<file path="src/rtl/hall_pkg.sv">
// Shared definitions for the hall-sensor pulse generator.
// Holds FSM state encodings and the minimum legal pulse period.
package hall_pkg;

    localparam logic [1:0] ST_IDLE = 2'd0;
    localparam logic [1:0] ST_LOW  = 2'd1;
    localparam logic [1:0] ST_HIGH = 2'd2;

    // Shortest period that still leaves one LOW and one HIGH cycle.
    localparam int unsigned MIN_PERIOD = 2;

endpackage

</file>
<file path="src/rtl/hall_pulse_gen_timer.sv">
// Loadable phase down-counter for the hall pulse generator.
// Ports: clk, rst (sync, active-high), load/load_value reload the count,
// enable lets it count down, expire flags the last cycle of a phase.
module hall_phase_timer #(
    parameter int PERIOD_W = 24
) (
    input  logic                clk,
    input  logic                rst,
    input  logic                load,
    input  logic [PERIOD_W-1:0] load_value,
    input  logic                enable,
    output logic                expire
);

    logic [PERIOD_W-1:0] r_cnt;

    always_ff @(posedge clk) begin
        if (rst) begin
            r_cnt <= '0;
        end else if (load) begin
            r_cnt <= load_value;
        end else if (enable && (r_cnt != '0)) begin
            r_cnt <= r_cnt - PERIOD_W'(1);
        end
    end

    // A count of N is loaded on phase entry, so a value of 1 marks the
    // N-th (final) cycle of that phase.
    assign expire = enable && (r_cnt == PERIOD_W'(1));

endmodule

</file>
<file path="src/rtl/hall_pulse_gen.sv">
// Open-drain hall-sensor emulator: emits a train of active-low pulses.
// Ports: clk, rst (sync, active-high), start/stop control, period,
// low_time, num_pulses config; hall_out, busy, done, cfg_err,
// pulse_count status (all registered).
module hall_pulse_gen
    import hall_pkg::*;
#(
    parameter int PERIOD_W = 24,
    parameter int CNT_W    = 16
) (
    input  logic                clk,
    input  logic                rst,
    input  logic                start,
    input  logic                stop,
    input  logic [PERIOD_W-1:0] period,
    input  logic [PERIOD_W-1:0] low_time,
    input  logic [CNT_W-1:0]    num_pulses,
    output logic                hall_out,
    output logic                busy,
    output logic                done,
    output logic                cfg_err,
    output logic [CNT_W-1:0]    pulse_count
);

    logic [1:0]          r_state;
    logic [PERIOD_W-1:0] r_low;
    logic [PERIOD_W-1:0] r_high;
    logic [CNT_W-1:0]    r_num;
    logic [CNT_W-1:0]    r_pc;
    logic                r_hall;
    logic                r_busy;
    logic                r_done;
    logic                r_err;

    logic                w_legal;
    logic                w_more;
    logic                w_expire;
    logic                w_load;
    logic                w_en;
    logic [PERIOD_W-1:0] w_load_val;

    assign w_legal = (period >= PERIOD_W'(MIN_PERIOD))
                  && (low_time != '0)
                  && (low_time < period);

    // Continuous mode (r_num == 0) never runs out of pulses.
    assign w_more = (r_num == '0) || (r_pc < r_num);

    assign w_en = (r_state != ST_IDLE);

    // Reload the timer on entry to every LOW or HIGH phase.
    always_comb begin
        w_load     = 1'b0;
        w_load_val = r_low;
        if (!stop) begin
            case (r_state)
                ST_IDLE: begin
                    if (start && w_legal) begin
                        w_load     = 1'b1;
                        w_load_val = low_time;
                    end
                end
                ST_LOW: begin
                    if (w_expire) begin
                        w_load     = 1'b1;
                        w_load_val = r_high;
                    end
                end
                ST_HIGH: begin
                    if (w_expire && w_more) begin
                        w_load     = 1'b1;
                        w_load_val = r_low;
                    end
                end
                default: begin
                    w_load = 1'b0;
                end
            endcase
        end
    end

    hall_phase_timer #(
        .PERIOD_W(PERIOD_W)
    ) u_timer (
        .clk        (clk),
        .rst        (rst),
        .load       (w_load),
        .load_value (w_load_val),
        .enable     (w_en),
        .expire     (w_expire)
    );

    always_ff @(posedge clk) begin
        if (rst) begin
            r_state <= ST_IDLE;
            r_low   <= '0;
            r_high  <= '0;
            r_num   <= '0;
            r_pc    <= '0;
            r_hall  <= 1'b1;
            r_busy  <= 1'b0;
            r_done  <= 1'b0;
            r_err   <= 1'b0;
        end else begin
            r_done <= 1'b0;
            r_err  <= 1'b0;
            if (stop) begin
                // Abort: pulse_count is left untouched on purpose.
                r_state <= ST_IDLE;
                r_hall  <= 1'b1;
                r_busy  <= 1'b0;
            end else begin
                case (r_state)
                    ST_IDLE: begin
                        if (start) begin
                            if (w_legal) begin
                                r_low   <= low_time;
                                r_high  <= period - low_time;
                                r_num   <= num_pulses;
                                r_pc    <= CNT_W'(1);
                                r_state <= ST_LOW;
                                r_hall  <= 1'b0;
                                r_busy  <= 1'b1;
                            end else begin
                                r_err <= 1'b1;
                            end
                        end
                    end
                    ST_LOW: begin
                        if (w_expire) begin
                            r_state <= ST_HIGH;
                            r_hall  <= 1'b1;
                        end
                    end
                    ST_HIGH: begin
                        if (w_expire) begin
                            if (w_more) begin
                                r_state <= ST_LOW;
                                r_hall  <= 1'b0;
                                r_pc    <= r_pc + CNT_W'(1);
                            end else begin
                                r_state <= ST_IDLE;
                                r_busy  <= 1'b0;
                                r_done  <= 1'b1;
                            end
                        end
                    end
                    default: begin
                        r_state <= ST_IDLE;
                        r_hall  <= 1'b1;
                        r_busy  <= 1'b0;
                    end
                endcase
            end
        end
    end

    assign hall_out    = r_hall;
    assign busy        = r_busy;
    assign done        = r_done;
    assign cfg_err     = r_err;
    assign pulse_count = r_pc;

endmodule

</file>
<file path="config.mk">
export PLATFORM = sky130hd
export DESIGN_NAME = hall_pulse_gen
export DESIGN_NICKNAME = d
export VERILOG_FILES = /design/src/rtl/hall_pkg.sv /design/src/rtl/hall_pulse_gen_timer.sv /design/src/rtl/hall_pulse_gen.sv
export SDC_FILE = /design/constraint.sdc
export NUM_CORES = 1
export LEC_CHECK = 0
export ABC_CLOCK_PERIOD_IN_PS = 3140
export BUFFER_PORTS_ARGS = -buffer_cell sky130_fd_sc_hd__buf_2
export CORE_MARGIN = 2
export CORE_UTILIZATION = 45
export CTS_CLUSTER_SIZE = 28
export DETAILED_ROUTE_END_ITERATION = 7
export PLACE_DENSITY = 0.72
export SLEW_MARGIN = 20
export SYNTH_ARGS = -nofsm -noshare
export SYNTH_HDL_FRONTEND = slang
export SYNTH_SLANG_ARGS = --single-unit
</file>
<file path="constraint.sdc">
create_clock -name clk -period 3.14 [get_ports clk]
set_input_delay 0.157 -clock clk [delete_from_list [all_inputs] [get_ports clk]]
set_output_delay 0.157 -clock clk [all_outputs]
set_load 0.01 [all_outputs]
</file>
* Word level (Yosys, flattened, before mapping) *
Index checks and enable logic that the tools add are counted.

operators by class
  reductions and logical operators = 22
  shift operators = 0
  $mul = 0
  equal/unequal tests = 9
  divide/modulo/power cells = 0
  add/subtract/negate cells = 3
  bitwise logic cells = 6
  order comparisons = 3
  muxes and demuxes = 35

operator list
  kind                   number
  $mux 24                5
  $mux 16                4
  $pmux 24 s2            1
  $reduce_bool 24->1     2
  $pmux 16 s2            1
  $eq 24x1->1 const B    1
  $ge 24x2->1 const B    1
  $lt 24x24->1           1
  $sub 24x1->24 const B  1
  $sub 24x24->24         1
  $add 16x1->16 const B  1
  $logic_not 16->1       1
  $lt 16x16->1           1
  $mux 1                 16
  $ne 2x2->1 const B     6
  $reduce_and 5->1       2
  $pmux 1 s3             3
  $mux 2                 4
  $reduce_and 4->1       2
  $reduce_or 4->1        2
  $logic_and 1x1->1      6
  $not 1->1              6
  $pmux 2 s3             1
  $reduce_and 6->1       1
  other kinds (6)        8

storage, ports and cells
  input bits = 68
  memories = 0
  register bits = 110
  word-level logic and storage cells = 88
  output and inout bits = 20
  bits in read-only memories = 0
  latch bits = 0
  RAM bits = 0

* Depth between registers and ports, before layout *
  depth after elaboration = 8
  gate-level depth with buffers = 13

* Modules after synthesis *
A second synthesis with hierarchy kept.

second synthesis, totals
  cells, all modules = 948
  area, all modules = 7,198.2 um^2

modules (own cells, without submodules)
  module            cells each  sequential area each (um^2)  area each (um^2)  times used
  hall_pulse_gen    772         1,721.7                      5,666.7           1
  hall_phase_timer  176         480.5                        1,531.5           1

* Least setup slack after synthesis *
No wires, ideal clock.

  kind = input to register
  start = in period[0]
  end = reg u_timer.r_cnt[1]
  library setup time = 0.132 ns
  arrival time = 2.613 ns
  cell stages on the path = 13
  path buffers = 2
  path slack = 0.396 ns
  path through = inv_1 -> ha_1 -> fa_1 -> nand2b_1 -> a211oi_1 -> nor3_1 -> o211ai_1 -> and2_1 -> buf_2 -> a31oi_2 -> buf_2 -> a221oi_1 -> nor3_1

between the ends
  longest elaborated chain between the ends = 8
  elaborated cells on any way between the ends = 13

RTL lines
  element                                              line                        text
  start, declared                                      hall_pulse_gen.sv:15        input logic [PERIOD_W-1:0] period,
  $ge 24x2->1                                          hall_pulse_gen.sv:42        assign w_legal = (period >= PERIOD_W'(MIN_PERIOD))
  $logic_and 1x1->1                                    hall_pulse_gen.sv:43        && (low_time != '0)
  $logic_and 1x1->1 (*)                                hall_pulse_gen.sv:44        && (low_time < period);
  $logic_and 1x1->1 (*)                                hall_pulse_gen.sv:58        if (start && w_legal) begin
  $mux 1 / $mux 24 (equally long branches)             hall_pulse_gen.sv:58
  $pmux 1 s3 / $pmux 24 s2 (equally long branches)     hall_pulse_gen.sv:56        case (r_state)
  $mux 1 / $mux 24 (equally long branches)             hall_pulse_gen.sv:55        if (!stop) begin
  $mux 24 / $reduce_bool 2->1 (equally long branches)  -
  end signal, assigned                                 hall_pulse_gen_timer.sv:21  r_cnt <= load_value;
  end signal, assigned                                 hall_pulse_gen_timer.sv:23  r_cnt <= r_cnt - PERIOD_W'(1);
  end, declared                                        hall_pulse_gen_timer.sv:15  logic [PERIOD_W-1:0] r_cnt;

Mark *: on every way between the ends. The rest lies on a longest branch, timed or not.
A chain may end at the register's enable or synchronous reset.

* Worst setup path in the final report *
  start = reg r_num[9]
  end = reg r_pc[4], in the netlist pulse_count[4]

between the ends
  longest elaborated chain between the ends = 4
  elaborated cells on any way between the ends = 5

RTL lines
  element                                                  line                   text
  start, declared                                          hall_pulse_gen.sv:28   logic [CNT_W-1:0] r_num;
  start signal, assigned                                   hall_pulse_gen.sv:119  r_num <= num_pulses;
  $lt 16x16->1 / $logic_not 16->1 (equally long branches)  hall_pulse_gen.sv:47   assign w_more = (r_num == '0) || (r_pc < r_num);
  $logic_or 1x1->1 (*)                                     hall_pulse_gen.sv:47
  $ne 2x2->1 (no source line) (*)                          -
  $reduce_and 6->1 (no source line) (*)                    -
  end signal, assigned                                     hall_pulse_gen.sv:140  r_pc <= r_pc + CNT_W'(1);
  end, declared                                            hall_pulse_gen.sv:29   logic [CNT_W-1:0] r_pc;

Marks and branches as above.

==> flow_metrics.env <==
export IMPL_final_cell_count_no_fill=1171
export IMPL_drt_iter0_drc=491
export IMPL_grt_pass1_wl_um=30500
export IMPL_final_nets=1094
export IMPL_slew_violations=0
export IMPL_via_per_inst=5.74
export IMPL_multi_input_area_um2=4220
export IMPL_cts_path_max_buffers=2
export IMPL_synth_compound_area_share_pct=24.1
export IMPL_layout_commonest_cell="nand2_1"
export IMPL_setup_viol_count_final=0
export IMPL_die_x_um=127
export IMPL_synth_cells=884
export IMPL_fp_coreArea_um2=14600
export IMPL_synth_fp_nets=995
export IMPL_dr_wl_met2_um=8250
export IMPL_routedWlPerCell_um=16.0
export IMPL_final_cell_mix="nand2_1, dfxtp_1, a21oi_1"
export IMPL_worstSetupStartpointType="flop"
export IMPL_ys_seq_area_share_pct=32.4
export IMPL_period_share_pct=95.6
export IMPL_synth_simple_gate_area_share_pct=24.6
export IMPL_antenna_cells=0
export IMPL_crit_path_max_incr_delay_ns=0.49
export IMPL_grt_max_degree=46
export IMPL_clk_insertion_delay_late_ns=0.36
export IMPL_path_depth=12
export IMPL_r2r_end="pulse_count[4]"
export IMPL_drv_cap=0
export IMPL_netlist_area_um2=6800
export IMPL_grt_overflow=0
export IMPL_wl_met1_um=9250
export IMPL_arrival_ns=3.29
export IMPL_clk_pin_slew_ns=0.07
export IMPL_required_ns=3.43
export IMPL_fillers=1396
export IMPL_synthMuxAreaShare_pct=0.147
export IMPL_critPathTopFamily="compound AO/OA/AOI/OAI gates"
export IMPL_crit_slowest_cell="a2111oi_4"
export IMPL_worst_pin_slew_ns=0.738
export IMPL_cp_num_buf_inv=3
export IMPL_setup_tns_ns=0
export IMPL_grt_pass1_vias=6028
export IMPL_maxUsedRoutingLayer="met4"
export IMPL_cts_sinks=110
export IMPL_start_util_pct=46.4
export IMPL_hpwl_um=14200
export IMPL_synth_seq_cells=110
export IMPL_ios=88
export IMPL_synth_top_area_share_pct=32.4
export IMPL_io_buffers=87
export IMPL_status="finished, final reports clean"
export IMPL_cpMostUsedCell="o211ai_1"
export IMPL_leakagePower_uw=0.00312
export IMPL_skew_ns=0.0111
export IMPL_track_usage_pct=23.4
export IMPL_wl_met3_um=1000
export IMPL_crit_path_start="r_num[9]"
export IMPL_post_route_min_period_ns=3.00
export IMPL_synthFlopType="dfxtp_1"
export IMPL_seqCellArea_um2=2200
export IMPL_num_vias=6721
export IMPL_crit_chain="inv_1, ha_1, o211ai_1, nor2_1, a211oi_2, o211ai_1, a2111oi_4, buf_4, o211ai_1, buf_4, or3_1, a21oi_1"
export IMPL_synth_fa_ha_area_share_pct=8.02
export IMPL_synth_xor_area_share_pct=4.89
export IMPL_htreeDepth=3
export IMPL_crit_fanout=12
export IMPL_worstSetupEndpointType="flop"
export IMPL_clock_root_buffer="clkbuf_16"
export IMPL_synth_top_family_by_area="simple AND/OR/NAND/NOR gates"
export IMPL_clock_fmax_mhz=333
export IMPL_gp_congestion=0.932
export IMPL_route_detailed_drc=0
export IMPL_path_class="reg2reg"
export IMPL_async_flop_share_pct=0
export IMPL_avgSynthCellArea_um2=7.69
export IMPL_first_pass_iters=5
export IMPL_slew_headroom_pct=50.4
export IMPL_synth_edf_count=0
export IMPL_num_rows=44
export IMPL_r2r_start="r_num[9]"
export IMPL_hp_class="in2reg"
export IMPL_cts_hold_buffers=0
export IMPL_dp_cells=1155
export IMPL_synth_cell_types=69
export IMPL_yosysTopAreaCell="dfxtp_1"
export IMPL_wirelength_um=18800
export IMPL_dieHeight_um=127
export IMPL_grt_setup_unrepaired="yes"
export IMPL_cts_made_buffers=9
export IMPL_r2r_cells=12
export IMPL_ant_nets=0
export IMPL_ir_drop_v=0.000305
export IMPL_layout_drive_gt1_share_pct=17.4
export IMPL_hold_viol=0
export IMPL_syn2layout_area_growth_pct=17.5
export IMPL_cts_tree="done"
export IMPL_yosys_warnings=0
export IMPL_antenna_found_initial=0
export IMPL_power_density_nw_per_um2=444
export IMPL_critPathCapture="pulse_count[4]"
export IMPL_rrSetupSlack_ns=0.14
export IMPL_die_area_um2=16100
export IMPL_synth_area_top_cells="dfxtp_1, nand2_1, ha_1, a21oi_1, xnor2_1"
==> where the power goes <==
| group | switching [µW] | internal [µW] |
|---|---|---|
| logic | 501 | 356 |
| registers | 57.0 | 1460 |
| clock network | 514 | 659 |
==> metrics by stage <==
stage | worst slack [ns] | hold slack [ns] | util [%] | cell area [µm²] | power [µW]
floorplan | 0.396 | 0.293 | - | 6800 | 2110
global placement | 0.0396 | 0.398 | 52.3 | 7660 | 2380
CTS | 0.113 | 0.0261 | 54.4 | 7960 | 3540
global route | -0.0360 | 0.0445 | 54.6 | 7990 | 3710
detailed placement | -0.0606 | 0.406 | 52.3 | 7660 | 2380
finish | 0.140 | 0.0237 | 54.6 | 7990 | 3550
==> Yosys cell counts, types with 11 or more instances <==
cell type and n:
nand2_1 157, nand3_1 13, o21ai_0 28, or3_1 18, buf_2 13, a22oi_1 12, nor2_1 55, inv_1 56
nand4_1 12, dfxtp_1 110, a311oi_1 12, a211oi_1 18, clkbuf_1 25, nor4_1 24, ha_1 42, xnor2_1 27
nor3_1 12, xor2_1 11, a21oi_1 98
==> per-layer routing <==
| metal | vias up | GRT usage (%) |
|---|---|---|
| met5 | - | 0 |
| met4 | 0 | 6.21 |
| met3 | 20 | 2.99 |
| met2 | 206 | 36.5 |
| met1 | 3133 | 34.1 |
| li1 | 3362 | - |
==> worst reg2reg max path: cells and delay by family, from the launching register on <==
kind | cells | cell delay, ns
AND/OR/NAND/NOR | 2 | 0.41
flip-flops | 1 | 0.36
AO/OA/AOI/OAI | 6 | 1.45
buffers and inverters | 3 | 0.45
adder cells (fa/ha/maj) | 1 | 0.28
==> cell families (layout without fill, tap and decap cells) <==
logic type	after synthesis	count (layout)
DFF	110	110
and+or+nand+nor	344	344
xor gates and xnor gates	38	38
AOI/OAI and AO/OA	246	246
adders and majority gates	43	43
muxes	1	1
buffers and inverters	102	205
==> state kept, by name, indices dropped and copies added (netlist names) <==
register	flops
cfg_err	1
busy	1
pulse_count	16
r_num	16
r_state	2
r_high	24
u_timer.r_cnt	24
done	1
hall_out	1
r_low	24
==> worst min-delay path by stage <==
stage               slack (ns)        end  cells past startpoint            from
global route              0.04  r_num[11]                      3  num_pulses[11]
detailed placement        0.41   r_num[4]                      3   num_pulses[4]
global placement          0.40   r_num[3]                      3   num_pulses[3]
CTS                       0.03  r_num[14]                      3  num_pulses[14]
finish                    0.02  r_num[13]                      3  num_pulses[13]
floorplan                 0.29   r_low[0]                      2     low_time[0]
==> repair_timing <==
item	CTS	global route
setup endpoints to repair	0	18
gates resized for setup	0	6
buffers inserted	0	1
endpoints found under the hold margin	0	0
==> cell type report <==
type / count / share of cell area [%]
multi-input cells: 672 / 52.8
clock inverters: 3 / 0.548
clock buffers: 12 / 3.21
inverters: 56 / 2.63
flip-flops and latches: 110 / 27.6
repair buffers: 134 / 10.4
well taps: 184 / 2.88
(Power assumes the default switching activity.)
